--- config.mk ---
export PLATFORM = sky130hd
export DESIGN_NAME = frame_capture_ctrl
export DESIGN_NICKNAME = d
export VERILOG_FILES = /design/src/rtl/frame_capture_ctrl.sv
export SDC_FILE = /design/constraint.sdc
export NUM_CORES = 1
export LEC_CHECK = 0
export CORE_AREA = 2 2 58 101
export DETAILED_ROUTE_END_ITERATION = 8
export DIE_AREA = 0 0 60 103
export PLACE_DENSITY = 0.76
export SKIP_LAST_GASP = 1
export SLEW_MARGIN = 40
export SYNTH_ARGS = -nofsm -noshare
export SYNTH_HDL_FRONTEND = slang
export SYNTH_SLANG_ARGS = --single-unit
--- constraint.sdc ---
create_clock -name clk_65mhz -period 3.8 [get_ports clk_65mhz]
set_input_delay 0.57 -clock clk_65mhz [delete_from_list [all_inputs] [get_ports clk_65mhz]]
set_output_delay 0.57 -clock clk_65mhz [all_outputs]
set_load 0.005 [all_outputs]
--- src/rtl/frame_capture_ctrl.sv ---
// Frame capture sequencer: gates frame buffer writes in LIVE mode and captures one
// verified full frame on request, freezing it for downstream processing until released.
module frame_capture_ctrl #(
  parameter int FRAME_PIXELS   = 76800,
  parameter int MAX_RETRIES    = 3,
  parameter int TIMEOUT_CYCLES = 4000000
) (
  input  logic        clk_65mhz,
  input  logic        sys_rst,
  input  logic        capture_in,
  input  logic        live_en_in,
  input  logic        pixel_valid_in,
  input  logic        frame_done_in,
  input  logic        release_in,
  output logic        wr_en_out,
  output logic        frame_ready_out,
  output logic        capture_done_out,
  output logic [1:0]  state_out,
  output logic [16:0] pixel_count_out,
  output logic [1:0]  retry_count_out,
  output logic        error_out
);

  localparam int TW = $clog2(TIMEOUT_CYCLES);
  localparam logic [TW-1:0] TIMEOUT_LAST = TW'(TIMEOUT_CYCLES - 1);
  localparam logic [16:0]   PIX_MAX      = 17'h1FFFF;
  localparam logic [16:0]   FRAME_CNT    = 17'(FRAME_PIXELS);
  localparam logic [1:0]    RETRY_LIMIT  = 2'(MAX_RETRIES);

  typedef enum logic [1:0] {
    ST_LIVE    = 2'd0,
    ST_ARMED   = 2'd1,
    ST_CAPTURE = 2'd2,
    ST_HOLD    = 2'd3
  } state_t;

  state_t        state_reg, state_next;
  logic          capture_q_reg;
  logic          wr_en_reg, wr_en_next;
  logic          frame_ready_reg, frame_ready_next;
  logic          capture_done_reg, capture_done_next;
  logic [16:0]   pixel_count_reg, pixel_count_next;
  logic [1:0]    retry_count_reg, retry_count_next;
  logic          error_reg, error_next;
  logic [TW-1:0] timeout_reg, timeout_next;

  logic          cap_edge;
  logic          timeout_hit;
  logic [16:0]   pix_inc;
  logic [16:0]   final_count;

  assign cap_edge    = capture_in & ~capture_q_reg;
  assign timeout_hit = (timeout_reg == TIMEOUT_LAST);
  assign pix_inc     = (pixel_count_reg == PIX_MAX) ? pixel_count_reg : pixel_count_reg + 17'd1;
  // A strobe arriving with frame_done belongs to the frame that is ending.
  assign final_count = pixel_valid_in ? pix_inc : pixel_count_reg;

  always_ff @(posedge clk_65mhz) begin
    if (sys_rst) begin
      state_reg        <= ST_LIVE;
      capture_q_reg    <= 1'b0;
      wr_en_reg        <= 1'b0;
      frame_ready_reg  <= 1'b0;
      capture_done_reg <= 1'b0;
      pixel_count_reg  <= '0;
      retry_count_reg  <= '0;
      error_reg        <= 1'b0;
      timeout_reg      <= '0;
    end else begin
      state_reg        <= state_next;
      capture_q_reg    <= capture_in;
      wr_en_reg        <= wr_en_next;
      frame_ready_reg  <= frame_ready_next;
      capture_done_reg <= capture_done_next;
      pixel_count_reg  <= pixel_count_next;
      retry_count_reg  <= retry_count_next;
      error_reg        <= error_next;
      timeout_reg      <= timeout_next;
    end
  end

  always_comb begin
    state_next        = state_reg;
    wr_en_next        = wr_en_reg;
    frame_ready_next  = frame_ready_reg;
    capture_done_next = 1'b0;
    pixel_count_next  = pixel_count_reg;
    retry_count_next  = retry_count_reg;
    error_next        = error_reg;
    timeout_next      = '0;

    case (state_reg)
      ST_LIVE: begin
        wr_en_next       = live_en_in;
        frame_ready_next = 1'b0;
        if (cap_edge) begin
          state_next       = ST_ARMED;
          wr_en_next       = 1'b0;
          error_next       = 1'b0;
          retry_count_next = '0;
        end
      end

      ST_ARMED: begin
        wr_en_next   = 1'b0;
        timeout_next = timeout_reg + TW'(1);
        if (frame_done_in) begin
          state_next       = ST_CAPTURE;
          pixel_count_next = '0;
          timeout_next     = '0;
          wr_en_next       = 1'b1;
        end else if (timeout_hit) begin
          state_next   = ST_LIVE;
          error_next   = 1'b1;
          timeout_next = '0;
        end
      end

      ST_CAPTURE: begin
        wr_en_next       = 1'b1;
        pixel_count_next = final_count;
        timeout_next     = timeout_reg + TW'(1);
        if (frame_done_in) begin
          timeout_next = '0;
          if (final_count == FRAME_CNT) begin
            state_next        = ST_HOLD;
            wr_en_next        = 1'b0;
            frame_ready_next  = 1'b1;
            capture_done_next = 1'b1;
          end else if (retry_count_reg < RETRY_LIMIT) begin
            retry_count_next = retry_count_reg + 2'd1;
            pixel_count_next = '0;
          end else begin
            state_next = ST_LIVE;
            wr_en_next = 1'b0;
            error_next = 1'b1;
          end
        end else if (timeout_hit) begin
          state_next   = ST_LIVE;
          wr_en_next   = 1'b0;
          error_next   = 1'b1;
          timeout_next = '0;
        end
      end

      ST_HOLD: begin
        wr_en_next       = 1'b0;
        frame_ready_next = 1'b1;
        // Recapture takes priority over a simultaneous release.
        if (cap_edge) begin
          state_next       = ST_ARMED;
          frame_ready_next = 1'b0;
          error_next       = 1'b0;
          retry_count_next = '0;
        end else if (release_in) begin
          state_next       = ST_LIVE;
          frame_ready_next = 1'b0;
        end
      end

      default: state_next = ST_LIVE;
    endcase
  end

  assign wr_en_out        = wr_en_reg;
  assign frame_ready_out  = frame_ready_reg;
  assign capture_done_out = capture_done_reg;
  assign state_out        = state_reg;
  assign pixel_count_out  = pixel_count_reg;
  assign retry_count_out  = retry_count_reg;
  assign error_out        = error_reg;

endmodule

# Yosys cells after proc, flatten, opt, wreduce, memory -nomap -nowiden
# Cells that the tools add are included.
op_classes:
  n_lt_le_gt_ge: 1
  bitwise: 5
  eq_ne: 18
  mux: 41
  add_sub_neg: 3
  n_reduce_logical: 13
ops:
  columns: ["operator", "count"]
  rows:
  - ["two-way mux 17 bit", 6]
  - ["== test 17 bit (second input constant)", 2]
  - ["case mux 17 bit (2 select lines)", 1]
  - ["two-way mux 2 bit", 12]
  - ["adder 22 x 1 -> 22 bit (second input constant)", 1]
  - ["== test 22 bit (second input constant)", 1]
  - ["adder 17 x 1 -> 17 bit (second input constant)", 1]
  - ["two-way mux 1 bit", 17]
  - ["!= test 2 bit (second input constant)", 7]
  - ["!= test 3 bit (second input constant)", 3]
  - ["case mux 2 bit (4 select lines)", 1]
  - ["case mux 1 bit (3 select lines)", 2]
  - ["AND reduction 3 bit", 2]
  - ["AND reduction 5 bit", 1]
  - ["== test 2 bit (second input constant)", 2]
  - ["!= test 4 bit (second input constant)", 1]
  - ["NOT 1 bit", 4]
  - ["case mux 1 bit (4 select lines)", 1]
  - ["case mux 2 bit (2 select lines)", 1]
  - ["AND reduction 4 bit", 1]
  - ["nonzero test 2 bit", 2]
  - ["OR reduction 2 bit", 2]
  - ["OR reduction 4 bit", 1]
  - ["nonzero test 3 bit", 1]
  - ["other kinds (8)", 8]
totals:
  regBits: 48
  inputBits: 7

# Depth between registers and ports, before layout
logic_depth:
  ltp_word: 7
  ltp_mapped: 11
  mapped_depth_nobuf: 9

# Worst setup path after synthesis
# OpenSTA, ideal clock, no wires.
synth_timing:
  path_kind: "register -> register"
  from: "reg pixel_count_reg[0] (netlist: pixel_count_out[0])"
  to: "reg state_reg[0] (netlist: state_out[0])"
  arrival_time_ns: 2.747
  stages_incl_launch_ff: 10
  required_ns: 3.714
  slack_ns: 0.966
  n_path_buf: 0
  setup_ns: 0.086
  cell_sequence: "dfxtp_1 ha_1 inv_1 or4_4 nand4_1 nand3b_1 a222oi_1 a31o_2 o21ai_1 a221oi_2"
synth_via:
  elab_chain_cells: 7
synth_rtl:
  columns: ["element", "line_no", "source"]
  rows:
  - ["start, declared", "42", "logic [16:0] pixel_count_reg, pixel_count_next;"]
  - ["start signal, assigned", "75", "pixel_count_reg <= pixel_count_next;"]
  - ["adder 17 x 1 -> 17 bit or == test 17 bit (tied branches)", "54", "assign pix_inc = (pixel_count_reg == PIX_MAX) ? pixel_count_reg : pixel_count_reg + 17'd1;"]
  - ["two-way mux 17 bit", "54", null]
  - ["two-way mux 17 bit (*)", "56", "assign final_count = pixel_valid_in ? pix_inc : pixel_count_reg;"]
  - ["== test 17 bit (*)", "125", "if (final_count == FRAME_CNT) begin"]
  - ["two-way mux 2 bit", "125", null]
  - ["two-way mux 2 bit", "123", "if (frame_done_in) begin"]
  - ["case mux 2 bit (4 select lines)", "92", "case (state_reg)"]
  - ["end signal, assigned", "70", "state_reg <= state_next;"]
  - ["end, declared", "37", "state_t state_reg, state_next;"]
# Every way passes the cells marked *; elsewhere a longest branch is shown, timed or not.
# A chain may end at the register's enable or synchronous reset.

# Worst setup path after layout
layout_timing:
  from: "reg pixel_count_reg[0] (netlist: pixel_count_out[0])"
  to: "reg pixel_count_reg[11] (netlist: pixel_count_out[11])"
layout_via:
  elab_chain_cells: 7
layout_rtl:
  columns: ["element", "line_no"]
  rows:
  - ["adder 17 x 1 -> 17 bit or == test 17 bit (tied branches)", "54"]
  - ["two-way mux 17 bit", "54"]
  - ["two-way mux 17 bit (*)", "56"]
  - ["== test 17 bit or two-way mux 17 bit (tied branches)", "125, 130"]
  - ["two-way mux 17 bit", "125"]
  - ["two-way mux 17 bit (*)", "123"]
  - ["case mux 17 bit (2 select lines) (*)", "92"]
# Marks and branches as above.

==> flow_summary.ini <==
[logic_synthesis]
synthTopCellsByArea = dfxtp_1 33%, nor2_1 6.5%, xor2_1 5.2%
synthCells = 362
ys_warn_count = 0
syn_area_per_cell_um2 = 7.94
synth_area_mm2 = 0.00288
async_reset_ff_share_pct = 0
syn_nets = 378
synth_edf_count = 0
synth.distinct_cells = 54
synth-seq-cells = 48
yosysTopAreaCellShare_pct = 33.4
yosysSeqAreaShare_pct = 33.4
synth-main-ff-cell = dfxtp_1
synth_top_cell_by_area = dfxtp_1

[sta]
fmax_mhz = 291
tightest_slew_ns = 0.773
relSlewSlack_pct = 47.9
setup_ws_ns = 0.367
layout_min_cycle_time_ns = 3.43
setup_viol = 0
rsz0062_at_grt = no
finalCritPeriodShare_pct = 90.3
drv_slew = 0
timing.setup.tns_ns = 0
skew_ns = 0.00698
finalHoldViolCount = 0

[setup_path]
r2r_start = pixel_count_out[0]$_SDFFE_PP0P_
end_kind = flop
crit_path_start_kind = flop
critPathRequiredTime_ns = 4.01
r2r_cells = 9
startpoint = pixel_count_out[0]$_SDFFE_PP0P_
crit_fanout = 14
path_class = reg2reg
arrival_ns = 3.65

[global_routing]
first_global_vias = 2835
grt_pass1_wl_um = 12600
grt_max_degree = 22
grt_overflow = 0
antenna_found_initial = 0
grt_use_total_pct = 26.5

[drt]
dr.first_iter.drc_count = 83
drt_first_pass_iters = 4
via_per_inst = 6.00
vias = 2794
ant_nets = 0
wl_um = 7560
wl_per_cell_um = 16.2
drc = 0

[clock_network]
cts_setup_buffers = 0
h-tree-depth = 2
clk_latency_ns = 0.30
path_clk_slew_ns = 0.10
cts_tree = done
clockRootBuffer = clkbuf_8
cts-buffers-inserted = 5
cts_resized = 0
clk_path_buf_depth = 2
clock-sinks = 48
cts_hold_buf = 0

[place]
portBuffers = 31
pre_cts_slack_ns = 0.177
dpl.hpwl_um = 5690
place_congestion = 0.892

[power_and_ir_drop]
ir_drop_v = 0.000152
p_total_w = 0.00107
power_leakage_nw = 1.13
p_per_area_mw_per_mm2 = 314

[finish]
area_growth_syn_to_layout_pct = 18.1
nNetsFinal = 405
antennaDiodeCount = 0
n_fill_cell = 513
largest_register_ffs = 22
drive_above_1_share_pct = 8.46

[floorplan]
coreArea_mm2 = 0.00545
die_x_um = 60
io_pins = 32
initial_utilization_pct = 52.8
die_h_um = 103
rows = 36
die-area_mm2 = 0.00618

[status]
run_status = complete, no violations

[worst_hold_path]
min_path_type = reg2reg
worstHoldStart = timeout_reg[0]$_SDFF_PP0_
whs_path_depth = 1

[run]
max_cap_viol_count = 0
==> routing by layer <==
metal,routed length (um),vias up,track usage [%]
met5,0,-,0
li1,-,1356,-
met2,4080,83,47.8
met1,2810,1314,26.7
met3,240,41,4.64
met4,428,0,17.3
==> layout by cell type, fill, tap and decap left out, types with 4 or more instances in the layout <==
| cell type | instances |
|---|---|
| mux2i_1 | 4 |
| or3_1 | 5 |
| clkdlybuf4s50_1 | 31 |
| o21ai_0 | 7 |
| nor4_1 | 7 |
| a31oi_1 | 15 |
| nand3_1 | 17 |
| nand2_1 | 34 |
| inv_1 | 14 |
| buf_4 | 10 |
| o22ai_1 | 5 |
| dfxtp_1 | 48 |
| a21oi_1 | 7 |
| nand4_1 | 20 |
| nand2b_1 | 6 |
| nor2_1 | 50 |
| nor2b_1 | 4 |
| ha_1 | 9 |
| a31o_2 | 5 |
| xor2_1 | 17 |
| and4_1 | 5 |
| xnor2_1 | 9 |
| nand3b_1 | 4 |
| clkbuf_8 | 5 |
==> logic make-up (layout without fill, tap and decap cells) <==
group / count (synthesis) / after routing / share of synthesized area (%)
xor gates and xnor gates: 26 / 26 / 7.92
muxes: 4 / 4 / 1.39
buffers and inverters: 35 / 63 / 5.22
DFF: 48 / 48 / 33.4
AOI/OAI and AO/OA: 64 / 64 / 15.9
adders and majority gates: 9 / 9 / 3.92
and+or+nand+nor: 176 / 176 / 32.2
==> stage by stage <==
step                cell area (um^2)  instances  hold slack, ns  utilization (%)
finish                          3400        466           0.482             62.3
global route                    3400        466           0.515             62.3
CTS                             3400        466           0.487             62.3
detailed placement              3260        458           0.459             59.8
global placement                3260        458           0.445             59.8
floorplan                       2880        362           0.430                -
==> cells in the mapped netlist, types with 6 or more instances <==
| cell type | count |
|---|---|
| inv_1 | 14 |
| xnor2_1 | 9 |
| xor2_1 | 17 |
| nor2_1 | 50 |
| nand2_1 | 34 |
| nand3_1 | 17 |
| a31oi_1 | 15 |
| a21oi_1 | 7 |
| nand4_1 | 20 |
| ha_1 | 9 |
| dfxtp_1 | 48 |
| clkbuf_1 | 10 |
| nand2b_1 | 6 |
| o21ai_0 | 7 |
| buf_2 | 7 |
| nor4_1 | 7 |
==> layout make-up <==
type	instances	area, um^2	share of cell area (%)
Multi-Input combinational cell	279	1760	52.0
Tap cell	76	95.1	2.80
Timing Repair Buffer	41	385	11.3
Clock inverter	3	68.8	2.03
Sequential cell	48	961	28.3
Inverter	14	52.6	1.55
Clock buffer	5	68.8	2.03
==> worst max-delay path: stages, from the launching register on <==
cell	delay [ns]
dfxtp_1	0.47
ha_1	0.35
inv_1	0.14
or4_4	0.59
a41oi_1	0.38
o22ai_1	0.14
nor4_1	0.36
a31o_2	0.41
nand2_2	0.18
o311ai_1	0.31
==> power by group <==
group          switching (W)  total [W]  internal [W]
Combinational      0.0000574   0.000101     0.0000441
Clock               0.000184   0.000449      0.000265
Sequential        0.00000571   0.000515      0.000509
Total               0.000247    0.00107      0.000818
==> final timing paths <==
kind | to | slack, ns
setup / recovery | pixel_count_out[11]$_SDFFE_PP0P_ | 0.37
hold / removal | timeout_reg[0]$_SDFF_PP0_ | 0.48
setup reg to reg | pixel_count_out[11]$_SDFFE_PP0P_ | 0.37
hold reg to reg | timeout_reg[0]$_SDFF_PP0_ | 0.48
(Power assumes the default switching activity.)
